[config.mk]
export PLATFORM = sky130hd
export DESIGN_NAME = alu_arbiter_flat
export DESIGN_NICKNAME = d
export VERILOG_FILES = /design/src/rtl/alu_pkg.sv /design/src/rtl/alu_arbiter_if.sv /design/src/rtl/alu.sv /design/src/rtl/alu_arbiter.sv /design/src/flat_wrapper.sv
export SDC_FILE = /design/constraint.sdc
export NUM_CORES = 1
export LEC_CHECK = 0
export CORE_ASPECT_RATIO = 0.5
export CORE_UTILIZATION = 45
export CTS_CLUSTER_SIZE = 40
export DETAILED_ROUTE_END_ITERATION = 10
export MAX_ROUTING_LAYER = met4
export PLACE_DENSITY_LB_ADDON = 0.25
export SYNTH_ARGS = -nofsm -noshare
export SYNTH_HDL_FRONTEND = slang
export SYNTH_SLANG_ARGS = --single-unit
[constraint.sdc]
create_clock -name clk -period 8.4 [get_ports clk]
set_input_delay 1.68 -clock clk [delete_from_list [all_inputs] [get_ports clk]]
set_output_delay 1.68 -clock clk [all_outputs]
set_load 0.02 [all_outputs]
[src/rtl/alu_pkg.sv]
// Shared ALU definitions: datapath width and the opcodes the ALU recognises.
package alu_pkg;

  localparam int XLEN = 32;

  typedef logic [2:0] alu_op_t;

  localparam alu_op_t ALU_ADD = 3'b000;
  localparam alu_op_t ALU_SUB = 3'b100;
  localparam alu_op_t ALU_AND = 3'b111;

endpackage

[src/rtl/alu_arbiter_if.sv]
// Request/response handshake bundle for the two ports sharing the ALU.
interface alu_arbiter_if;
  import alu_pkg::*;

  logic            req0_valid;
  logic            req0_ready;
  alu_op_t         req0_opcode;
  logic [XLEN-1:0] req0_left;
  logic [XLEN-1:0] req0_right;
  logic            rsp0_valid;
  logic            rsp0_ready;
  logic [XLEN-1:0] rsp0_result;

  logic            req1_valid;
  logic            req1_ready;
  alu_op_t         req1_opcode;
  logic [XLEN-1:0] req1_left;
  logic [XLEN-1:0] req1_right;
  logic            rsp1_valid;
  logic            rsp1_ready;
  logic [XLEN-1:0] rsp1_result;

  modport master (
    output req0_valid, req0_opcode, req0_left, req0_right, rsp0_ready,
    output req1_valid, req1_opcode, req1_left, req1_right, rsp1_ready,
    input  req0_ready, rsp0_valid, rsp0_result,
    input  req1_ready, rsp1_valid, rsp1_result
  );

  modport slave (
    input  req0_valid, req0_opcode, req0_left, req0_right, rsp0_ready,
    input  req1_valid, req1_opcode, req1_left, req1_right, rsp1_ready,
    output req0_ready, rsp0_valid, rsp0_result,
    output req1_ready, rsp1_valid, rsp1_result
  );

endinterface

[src/rtl/alu.sv]
// Combinational ALU; modulo-2^XLEN arithmetic, no flags. Unknown opcodes yield 0.
module alu
  import alu_pkg::*;
(
  input  alu_op_t         opcode,
  input  logic [XLEN-1:0] left,
  input  logic [XLEN-1:0] right,
  output logic [XLEN-1:0] result
);

  always_comb begin
    result = '0;
    case (opcode)
      ALU_ADD: result = left + right;
      ALU_SUB: result = left - right;
      ALU_AND: result = left & right;
      default: result = '0;
    endcase
  end

endmodule

[src/rtl/alu_arbiter.sv]
// Round-robin sharing of one ALU between two requesters with one-entry response slots.
// Optional grant counters are built when ALU_ARB_STATS_EN is defined.
module alu_arbiter
  import alu_pkg::*;
#(
`ifdef ALU_ARB_STATS_EN
  parameter int CNT_W = 16,
`endif
  parameter int unsigned RESET_PRIO = 0
) (
  input  logic           clk,
  input  logic           rst,
  alu_arbiter_if.slave   bus
`ifdef ALU_ARB_STATS_EN
  ,
  output logic [CNT_W-1:0] grant0_count,
  output logic [CNT_W-1:0] grant1_count
`endif
);

  logic            elig0, elig1;
  logic            grant0, grant1;
  logic            last_grant_p1;
  logic            full0_p1, full1_p1;
  logic [XLEN-1:0] result0_p1, result1_p1;
  alu_op_t         alu_op_p0;
  logic [XLEN-1:0] alu_left_p0, alu_right_p0, alu_result_p0;

  // Stage p0: eligibility (a full slot being drained this cycle can refill) and pick
  always_comb begin
    elig0  = bus.req0_valid && (!full0_p1 || bus.rsp0_ready);
    elig1  = bus.req1_valid && (!full1_p1 || bus.rsp1_ready);
    grant0 = 1'b0;
    grant1 = 1'b0;
    if (!rst) begin
      if (elig0 && elig1) begin
        grant0 = last_grant_p1;
        grant1 = !last_grant_p1;
      end else begin
        grant0 = elig0;
        grant1 = elig1;
      end
    end
  end

  always_comb begin
    alu_op_p0    = grant1 ? bus.req1_opcode : bus.req0_opcode;
    alu_left_p0  = grant1 ? bus.req1_left   : bus.req0_left;
    alu_right_p0 = grant1 ? bus.req1_right  : bus.req0_right;
  end

  alu u_alu (
    .opcode (alu_op_p0),
    .left   (alu_left_p0),
    .right  (alu_right_p0),
    .result (alu_result_p0)
  );

  // Stage p1: response slots; results are cleared on reset so outputs read zero
  always_ff @(posedge clk) begin
    if (rst) begin
      last_grant_p1 <= (RESET_PRIO == 0) ? 1'b1 : 1'b0;
      full0_p1      <= 1'b0;
      full1_p1      <= 1'b0;
      result0_p1    <= '0;
      result1_p1    <= '0;
    end else begin
      if (grant0 || grant1) last_grant_p1 <= grant1;
      if (grant0) begin
        full0_p1   <= 1'b1;
        result0_p1 <= alu_result_p0;
      end else if (bus.rsp0_ready) begin
        full0_p1   <= 1'b0;
      end
      if (grant1) begin
        full1_p1   <= 1'b1;
        result1_p1 <= alu_result_p0;
      end else if (bus.rsp1_ready) begin
        full1_p1   <= 1'b0;
      end
    end
  end

  assign bus.req0_ready  = grant0;
  assign bus.req1_ready  = grant1;
  assign bus.rsp0_valid  = full0_p1;
  assign bus.rsp1_valid  = full1_p1;
  assign bus.rsp0_result = result0_p1;
  assign bus.rsp1_result = result1_p1;

`ifdef ALU_ARB_STATS_EN
  function automatic logic [CNT_W-1:0] sat_inc(input logic [CNT_W-1:0] c);
    return (&c) ? c : c + 1'b1;
  endfunction

  always_ff @(posedge clk) begin
    if (rst) begin
      grant0_count <= '0;
      grant1_count <= '0;
    end else begin
      if (grant0) grant0_count <= sat_inc(grant0_count);
      if (grant1) grant1_count <= sat_inc(grant1_count);
    end
  end
`endif

endmodule

[src/flat_wrapper.sv]
// flat-port wrapper written by rule: the top's interface ports become plain ports
module alu_arbiter_flat import alu_pkg::*;
#(

  parameter int unsigned RESET_PRIO = 0
)
  (clk, rst, bus_req0_valid, bus_req0_opcode, bus_req0_left, bus_req0_right, bus_rsp0_ready, bus_req1_valid, bus_req1_opcode, bus_req1_left, bus_req1_right, bus_rsp1_ready, bus_req0_ready, bus_rsp0_valid, bus_rsp0_result, bus_req1_ready, bus_rsp1_valid, bus_rsp1_result);
  alu_arbiter_if bus_i ();
  input  logic clk;
  input  logic rst;
  input wire logic [$bits(bus_i.req0_valid)-1:0] bus_req0_valid;
  input wire logic [$bits(bus_i.req0_opcode)-1:0] bus_req0_opcode;
  input wire logic [$bits(bus_i.req0_left)-1:0] bus_req0_left;
  input wire logic [$bits(bus_i.req0_right)-1:0] bus_req0_right;
  input wire logic [$bits(bus_i.rsp0_ready)-1:0] bus_rsp0_ready;
  input wire logic [$bits(bus_i.req1_valid)-1:0] bus_req1_valid;
  input wire logic [$bits(bus_i.req1_opcode)-1:0] bus_req1_opcode;
  input wire logic [$bits(bus_i.req1_left)-1:0] bus_req1_left;
  input wire logic [$bits(bus_i.req1_right)-1:0] bus_req1_right;
  input wire logic [$bits(bus_i.rsp1_ready)-1:0] bus_rsp1_ready;
  output wire logic [$bits(bus_i.req0_ready)-1:0] bus_req0_ready;
  output wire logic [$bits(bus_i.rsp0_valid)-1:0] bus_rsp0_valid;
  output wire logic [$bits(bus_i.rsp0_result)-1:0] bus_rsp0_result;
  output wire logic [$bits(bus_i.req1_ready)-1:0] bus_req1_ready;
  output wire logic [$bits(bus_i.rsp1_valid)-1:0] bus_rsp1_valid;
  output wire logic [$bits(bus_i.rsp1_result)-1:0] bus_rsp1_result;
  assign bus_i.req0_valid = bus_req0_valid;
  assign bus_i.req0_opcode = bus_req0_opcode;
  assign bus_i.req0_left = bus_req0_left;
  assign bus_i.req0_right = bus_req0_right;
  assign bus_i.rsp0_ready = bus_rsp0_ready;
  assign bus_i.req1_valid = bus_req1_valid;
  assign bus_i.req1_opcode = bus_req1_opcode;
  assign bus_i.req1_left = bus_req1_left;
  assign bus_i.req1_right = bus_req1_right;
  assign bus_i.rsp1_ready = bus_rsp1_ready;
  assign bus_req0_ready = bus_i.req0_ready;
  assign bus_rsp0_valid = bus_i.rsp0_valid;
  assign bus_rsp0_result = bus_i.rsp0_result;
  assign bus_req1_ready = bus_i.req1_ready;
  assign bus_rsp1_valid = bus_i.rsp1_valid;
  assign bus_rsp1_result = bus_i.rsp1_result;
  alu_arbiter #(.RESET_PRIO(RESET_PRIO)) u_core (.clk(clk), .rst(rst), .bus(bus_i));
endmodule
==> results.md, run 1 <==
- Core area: 13600 µm²
- WL/cell: 17.4 µm
- Mux contribution to synthesized area: 0.0598
- Initial Utilization: 0.462
- Final hold violation count: 0
- Async SR Flop Fraction: 0
- Crit path cell chain: clkdlybuf4s50_1 > nor2b_4 > o211ai_4 > buf_4 > mux2i_1 > or2_2 > nor2_1 > nor2_1 > xor2_1 > ha_1 > nand4_1 > or2_2 > o22ai_1 > nor2_1 > a221oi_1 > nand4_1 > mux2i_1 > o21ai_1 > a311oi_1
- Clock transition at the registers of the reported paths: 60 ps
- DRT Pass-1 Iters: 8
- CTS Buf Count: 9
- Reg power frac: 0.249
- DRC: 2
- Sw Share: 0.380
- Final period util: 0.851
- Main combinational cell family by area after synthesis: simple AND/OR/NAND/NOR gates
- Register bit total from synthesis: 67
- CTS tree: done
- Sequential area share after synthesis: 0.214
- Max-Cap Viols: 0
- Routed wire length: 21.6 mm
- Area leader, netlist: dfxtp_1
- Peak VDD IR: 0.114 mV
- Synth Area in Compound Gates: 0.249
- Commonest cells post-synth: 140 x nand2_1, 104 x nor2_1, 67 x dfxtp_1
- Simple-Gate Fraction of Synth Area: 0.273
- Vias per std cell: 5.73
- Mapped Cells: 876
- Crit-path slowest cell: a221oi_1
- Critical path buffers and inverters: 2
- Post-Syn Area: 6270 µm²
- Post-synth top flop: dfxtp_1
- Busiest grt layer: met2
- Row cnt: 30
- Post-CTS Setup Bufs: 0
- XOR/XNOR Fraction of Synth Area: 0.0891
- Arr. time, crit path: 7400 ps
- Routing usage on met3: 0.0425
- Critical path's most frequent cell: nor2_1
- Worst skew pair latency: 340 ps
- Worst setup SP type: input port
- Slew Limit Headroom: 0.406
- Post-Synth Adder-Cell Area: 0.0670
- RSZ-0062 raised after global routing: false
- Via count: 7134
- Top delay family on crit path: compound AO/OA/AOI/OAI gates
- # resized after CTS: 0
- Share of cells above drive strength 1: 0.0493
- CP Class: input port to flip-flop
- Yosys warnings: 0
- DIE AREA: 14400 µm²
- Root buffer cell: clkbuf_16
- Ports: 208
- Failing checks: DRC
- Worst Hold Class: flip-flop to flip-flop
- Nets: 1223
- CTS Sinks: 67
- Area grow syn2layout: 39.6%
- Total GRT Usage: 0.306
- Slowest stage delay, CP: 720 ps
- LEAKAGE: 3.57 nW
- Top cell type's share of synthesized area: 0.214
- Met1 usage: 0.434
- Critical Path RT: 8650 ps
- Min Hold Slack: 460 ps
- Actual slew at the worst max-slew pin: 891 ps
- EDFF count, synth: 0
- Internal: 895 µW
- Skew final: 4.99 ps
- Status: complete, but fails checks
- Netlist cell types: 73
- HPWL after detailed placement: 16.4 mm
- Final-report setup violation count: 0
- Worst setup EP type: flip-flop
- Layout Utilization: 0.644
- Crit path max fanout: 49
- Final antenna-violating net count: 0
- Clock buffer depth: 2
- Avg Cell Area, Syn: 7.16 µm²
- Logic pwr share: 0.461
- Net switching power: 549 µW
- Vias in the first global route: 6544
- Max-slew violation count: 0
- Setup TNS: 0 ps
- Clock power share: 0.290
- Number of DRC markers in iteration 0: 671
- Total congestion overflow: 0
- First-pass GRT wire length: 34.1 mm
- Max Clk Rate: 140 MHz
- # diodes: 0
- Initial antenna violation count: 0
- Fill count: 1219
- Hold_buf cts: 0
- Count leader, synth: nand2_1
- Die Y-Extent: 85.5 µm
- Die W: 169 µm
- H-tree Lvls: 3
- Pin count of the biggest net entering global routing: 61
- # port buffers: 207
- Synth area leaders: dfxtp_1 21%, nand2_1 8.4%, ha_1 6.4%
- GR met2 Demand/Resource: 0.459
- Final min period: 7150 ps
- PD cells: 165 nW/µm²
- RePlAce Congestion: 0.943
- Syn nets: 1049
cell type report:
| cell class | instances | area (µm²) | share of cell area |
|---|---|---|---|
| sequential | 67 | 1340 | 0.153 |
| timing repair buffer | 218 | 2170 | 0.247 |
| inverter | 12 | 45.0 | 0.00514 |
| clock inverter | 6 | 91.3 | 0.0104 |
| tap | 192 | 240 | 0.0274 |
| clock buffer | 9 | 225 | 0.0257 |
| multi-input combinational | 742 | 4650 | 0.531 |
worst register-to-register path, cell delays in order, from the launching register on:
cell and delay (ps):
dfxtp_1 320, nor2b_4 130, o211ai_4 550, buf_4 590
mux2i_1 270, or2_2 380, nor2_1 240, nor2_1 80
xor2_1 180, ha_1 500, nand4_1 170, or2_2 300
o22ai_1 260, nor2_1 110, a221oi_1 720, nand4_1 210
mux2i_1 220, o21ai_1 90, a311oi_1 260
path summary, 6_finish.rpt:
check,start,end,slack [ps],depth (start not counted)
setup / recovery,bus_rsp0_ready,u_core.bus.rsp0_result[30],1250,19
hold / removal,u_core.bus.rsp1_result[28],u_core.bus.rsp1_result[28],460,2
setup reg to reg,u_core.bus.rsp0_valid,u_core.bus.rsp0_result[30],2720,18
hold reg to reg,u_core.bus.rsp1_result[28],u_core.bus.rsp1_result[28],460,2
registers in the layout, indices dropped and copies added (netlist names):
signal	count
u_core.bus.rsp0_result	32
u_core.bus.rsp1_result	32
u_core.bus.rsp1_valid	1
u_core.bus.rsp0_valid	1
u_core.last_grant_p1	1
per-layer routing:
metal,share of wire,wire (µm),vias up
met2,0.43,9200,292
met3,0.072,1560,26
li1,-,-,3492
met4,0.014,308,0
met5,0,0,-
met1,0.49,10600,3324
layout by cell type, fill, tap and decap left out, types with 3 or more instances in the layout:
| cell type | Yosys | final |
|---|---|---|
| nand2b_1 | 5 | 5 |
| nor2_1 | 104 | 103 |
| nor3_1 | 34 | 34 |
| or2_2 | 4 | 4 |
| mux2i_1 | 35 | 35 |
| nor4_1 | 6 | 6 |
| dfxtp_1 | 67 | 67 |
| xnor2_1 | 30 | 30 |
| nand4_1 | 9 | 9 |
| a31oi_1 | 9 | 9 |
| buf_4 | 1 | 10 |
| o21ai_0 | 41 | 41 |
| and2_1 | 7 | 7 |
| a211o_1 | 4 | 4 |
| o22ai_1 | 3 | 3 |
| a21oi_1 | 54 | 54 |
| nand2_1 | 140 | 140 |
| clkbuf_16 | 0 | 9 |
| a21boi_0 | 3 | 3 |
| o31ai_1 | 7 | 7 |
| a311oi_1 | 4 | 4 |
| a32oi_1 | 4 | 4 |
| xor2_1 | 32 | 32 |
| a22oi_1 | 13 | 13 |
| a211oi_1 | 30 | 30 |
| o21ai_1 | 17 | 17 |
| clkdlybuf4s50_1 | 0 | 207 |
| nand3_1 | 37 | 37 |
| ha_1 | 32 | 32 |
| o21a_1 | 10 | 10 |
| clkinvlp_4 | 0 | 3 |
| and3b_1 | 5 | 5 |
| inv_1 | 12 | 11 |
| or3_1 | 5 | 5 |
| a21o_1 | 11 | 11 |
power groups by stage:
stage          clock network (mW)  registers [mW]  logic [mW]
6_report                    0.419           0.359       0.666
5_1_grt                     0.435           0.362       0.723
4_1_cts                     0.421           0.359       0.656
3_5_place_dp                    0           0.366       0.651
3_3_place_gp                    0           0.366       0.646
2_1_floorplan                   0           0.396       0.392
per-stage QoR:
step / instances / power, mW / worst slack (ps) / cell area, µm²
after floorplan: 876 / 0.788 / 2680 / 6270
after global placement: 1231 / 1.01 / 1250 / 8440
after detailed placement: 1231 / 1.02 / 1160 / 8440
after CTS: 1246 / 1.44 / 1420 / 8760
after global routing: 1246 / 1.52 / 1010 / 8760
final: 1246 / 1.44 / 1250 / 8760
kinds of logic after synthesis:
group / Yosys count
simple gates: 375
compound gates: 234
buf+inv: 67
flops: 67
xor+xnor: 63
mux: 37
fa+ha+maj: 33
(Power assumes the default switching activity.)
==> run 2: changes to the inputs <==
--- a/config.mk
+++ b/config.mk
@@ -6,7 +6,7 @@
 export NUM_CORES = 1
 export LEC_CHECK = 0
 export CORE_ASPECT_RATIO = 0.5
-export CORE_UTILIZATION = 45
+export CORE_UTILIZATION = 51
 export CTS_CLUSTER_SIZE = 40
 export DETAILED_ROUTE_END_ITERATION = 10
 export MAX_ROUTING_LAYER = met4
==> results.md, run 2 (same netlist as run 1, synthesis figures left out) <==
- Final antenna-violating net count: 0
- Crit-path slowest cell: o211ai_4
- Min-Delay Startpoint: u_core.bus.rsp1_result[2]
- Max-Cap Viols: 0
- Slew Limit Headroom: 0.369
- Worst setup SP type: input port
- Via count: 7251
- Total congestion overflow: 0
- Commonest non-fill, non-tap cell in the layout: clkdlybuf4s50_1
- Row cnt: 28
- Actual slew at the worst max-slew pin: 946 ps
- Final-report setup violation count: 0
- H-tree Lvls: 3
- Internal: 925 µW
- Final period util: 0.839
- Top sig layer: met4
- Worst setup EP type: flip-flop
- Routed wire length: 22.4 mm
- Peak VDD IR: 0.117 mV
- Nets: 1220
- Setup TNS: 0 ps
- Arr. time, crit path: 7280 ps
- Crit path max fanout: 51
- Crit path cell chain: clkdlybuf4s50_1 > nor2b_4 > o211ai_4 > clkinv_1 > buf_4 > a31oi_1 > buf_4 > o21ai_0 > xor2_1 > nor2_1 > a21oi_1 > ha_1 > o21a_1 > nor2_1 > a21oi_1 > a211o_1 > o21ai_1 > a211oi_1 > a2111oi_4 > xnor2_1 > a2111oi_2
- First-pass GRT wire length: 34.5 mm
- Final min period: 7050 ps
- DRT Pass-1 Iters: 5
- RSZ-0062 raised after global routing: false
- Clock power share: 0.302
- PD cells: 169 nW/µm²
- R2r startpoint: u_core.bus.rsp0_valid
- Final hold violation count: 0
- WL/cell: 18.4 µm
- Area grow syn2layout: 39.0%
- Ports: 208
- DIE AREA: 12800 µm²
- Initial Utilization: 0.527
- Post-CTS Setup Bufs: 0
- RePlAce Congestion: 0.920
- Hold_buf cts: 0
- Die Y-Extent: 80.4 µm
- Sw Share: 0.374
- LEAKAGE: 3.58 nW
- Logic pwr share: 0.454
- CTS tree: done
- Clock transition at the registers of the reported paths: 60 ps
- Worst skew pair latency: 330 ps
- Layout Utilization: 0.732
- HPWL after detailed placement: 16.5 mm
- Max Clk Rate: 142 MHz
- Max-slew violation count: 0
- Number of DRC markers in iteration 0: 688
- Fill count: 974
- Metal-1 WL: 10.3 mm
- Slowest stage delay, CP: 720 ps
- Share of cells above drive strength 1: 0.0466
- CTS Buf Count: 9
- CTS Sinks: 67
- Net switching power: 553 µW
- WL met3: 1.92 mm
- Crit path from: bus_rsp0_ready
- Pin count of the biggest net entering global routing: 144
- Die W: 159 µm
- # resized after CTS: 0
- # diodes: 0
- Most frequent cells in the layout: 207 x clkdlybuf4s50_1, 140 x nand2_1, 103 x nor2_1
- Initial antenna violation count: 0
- Worst Hold Class: flip-flop to flip-flop
- # port buffers: 207
- Total GRT Usage: 0.353
- Vias per std cell: 5.96
- CP Class: input port to flip-flop
- Total length of routed met2 wires: 9.73 mm
- Status: completed
- Core area: 11900 µm²
- Clock buffer depth: 2
- DRC: 0
- Root buffer cell: clkbuf_16
- Reg power frac: 0.243
- Skew final: 4.01 ps
- Vias in the first global route: 6574
- Critical Path RT: 8630 ps
[run 2: per-stage QoR]
| stage | hold slack [ps] | instances | power [mW] | cell area [µm²] | setup slack (ps) |
|---|---|---|---|---|---|
| after floorplan | 480 | 876 | 0.788 | 6270 | 2680 |
| after global placement | 444 | 1201 | 1.01 | 8380 | 1290 |
| after detailed placement | 448 | 1201 | 1.02 | 8380 | 1140 |
| after CTS | 457 | 1216 | 1.47 | 8720 | 1450 |
| after global routing | 473 | 1216 | 1.55 | 8720 | 850 |
| final | 461 | 1216 | 1.48 | 8720 | 1350 |
[run 2: final timing paths]
path                                     end  slack (ps)  cells past startpoint
hold / removal     u_core.bus.rsp1_result[2]         460                      2
setup reg to reg  u_core.bus.rsp0_result[31]        2840                     20
hold reg to reg    u_core.bus.rsp1_result[2]         460                      2
setup / recovery  u_core.bus.rsp0_result[31]        1350                     21
[run 2: final cells by class]
type / count / area [µm²] / area share
Inverter: 12 / 45.0 / 0.00516
Tap cell: 165 / 206 / 0.0237
Clock inverter: 6 / 115 / 0.0132
Clock buffer: 9 / 225 / 0.0258
Multi-Input combinational cell: 742 / 4650 / 0.533
Timing Repair Buffer: 215 / 2140 / 0.246
Sequential cell: 67 / 1340 / 0.154
[run 2: power by group through the flow]
| stage | Clock, mW | Combinational (mW) | Sequential [mW] |
|---|---|---|---|
| after floorplan | 0 | 0.392 | 0.396 |
| after global routing | 0.460 | 0.726 | 0.362 |
| after detailed placement | 0 | 0.652 | 0.366 |
| after global placement | 0 | 0.643 | 0.365 |
| final | 0.447 | 0.672 | 0.360 |
| after CTS | 0.445 | 0.660 | 0.360 |
[run 2: critical path, delay by kind of cell]
| family | cells | cell delay [ps] |
|---|---|---|
| AND/OR/NAND/NOR | 3 | 310 |
| XOR/XNOR | 2 | 310 |
| AO/OA/AOI/OAI | 11 | 3200 |
| adder cells (fa/ha/maj) | 1 | 390 |
| buffers and inverters | 4 | 1330 |
[run 2: per-layer routing]
| metal | GRT usage | vias up |
|---|---|---|
| li1 | - | 3480 |
| met1 | 0.471 | 3396 |
| met2 | 0.560 | 339 |
| met4 | 0.0875 | 0 |
| met3 | 0.0573 | 36 |
| met5 | - | - |
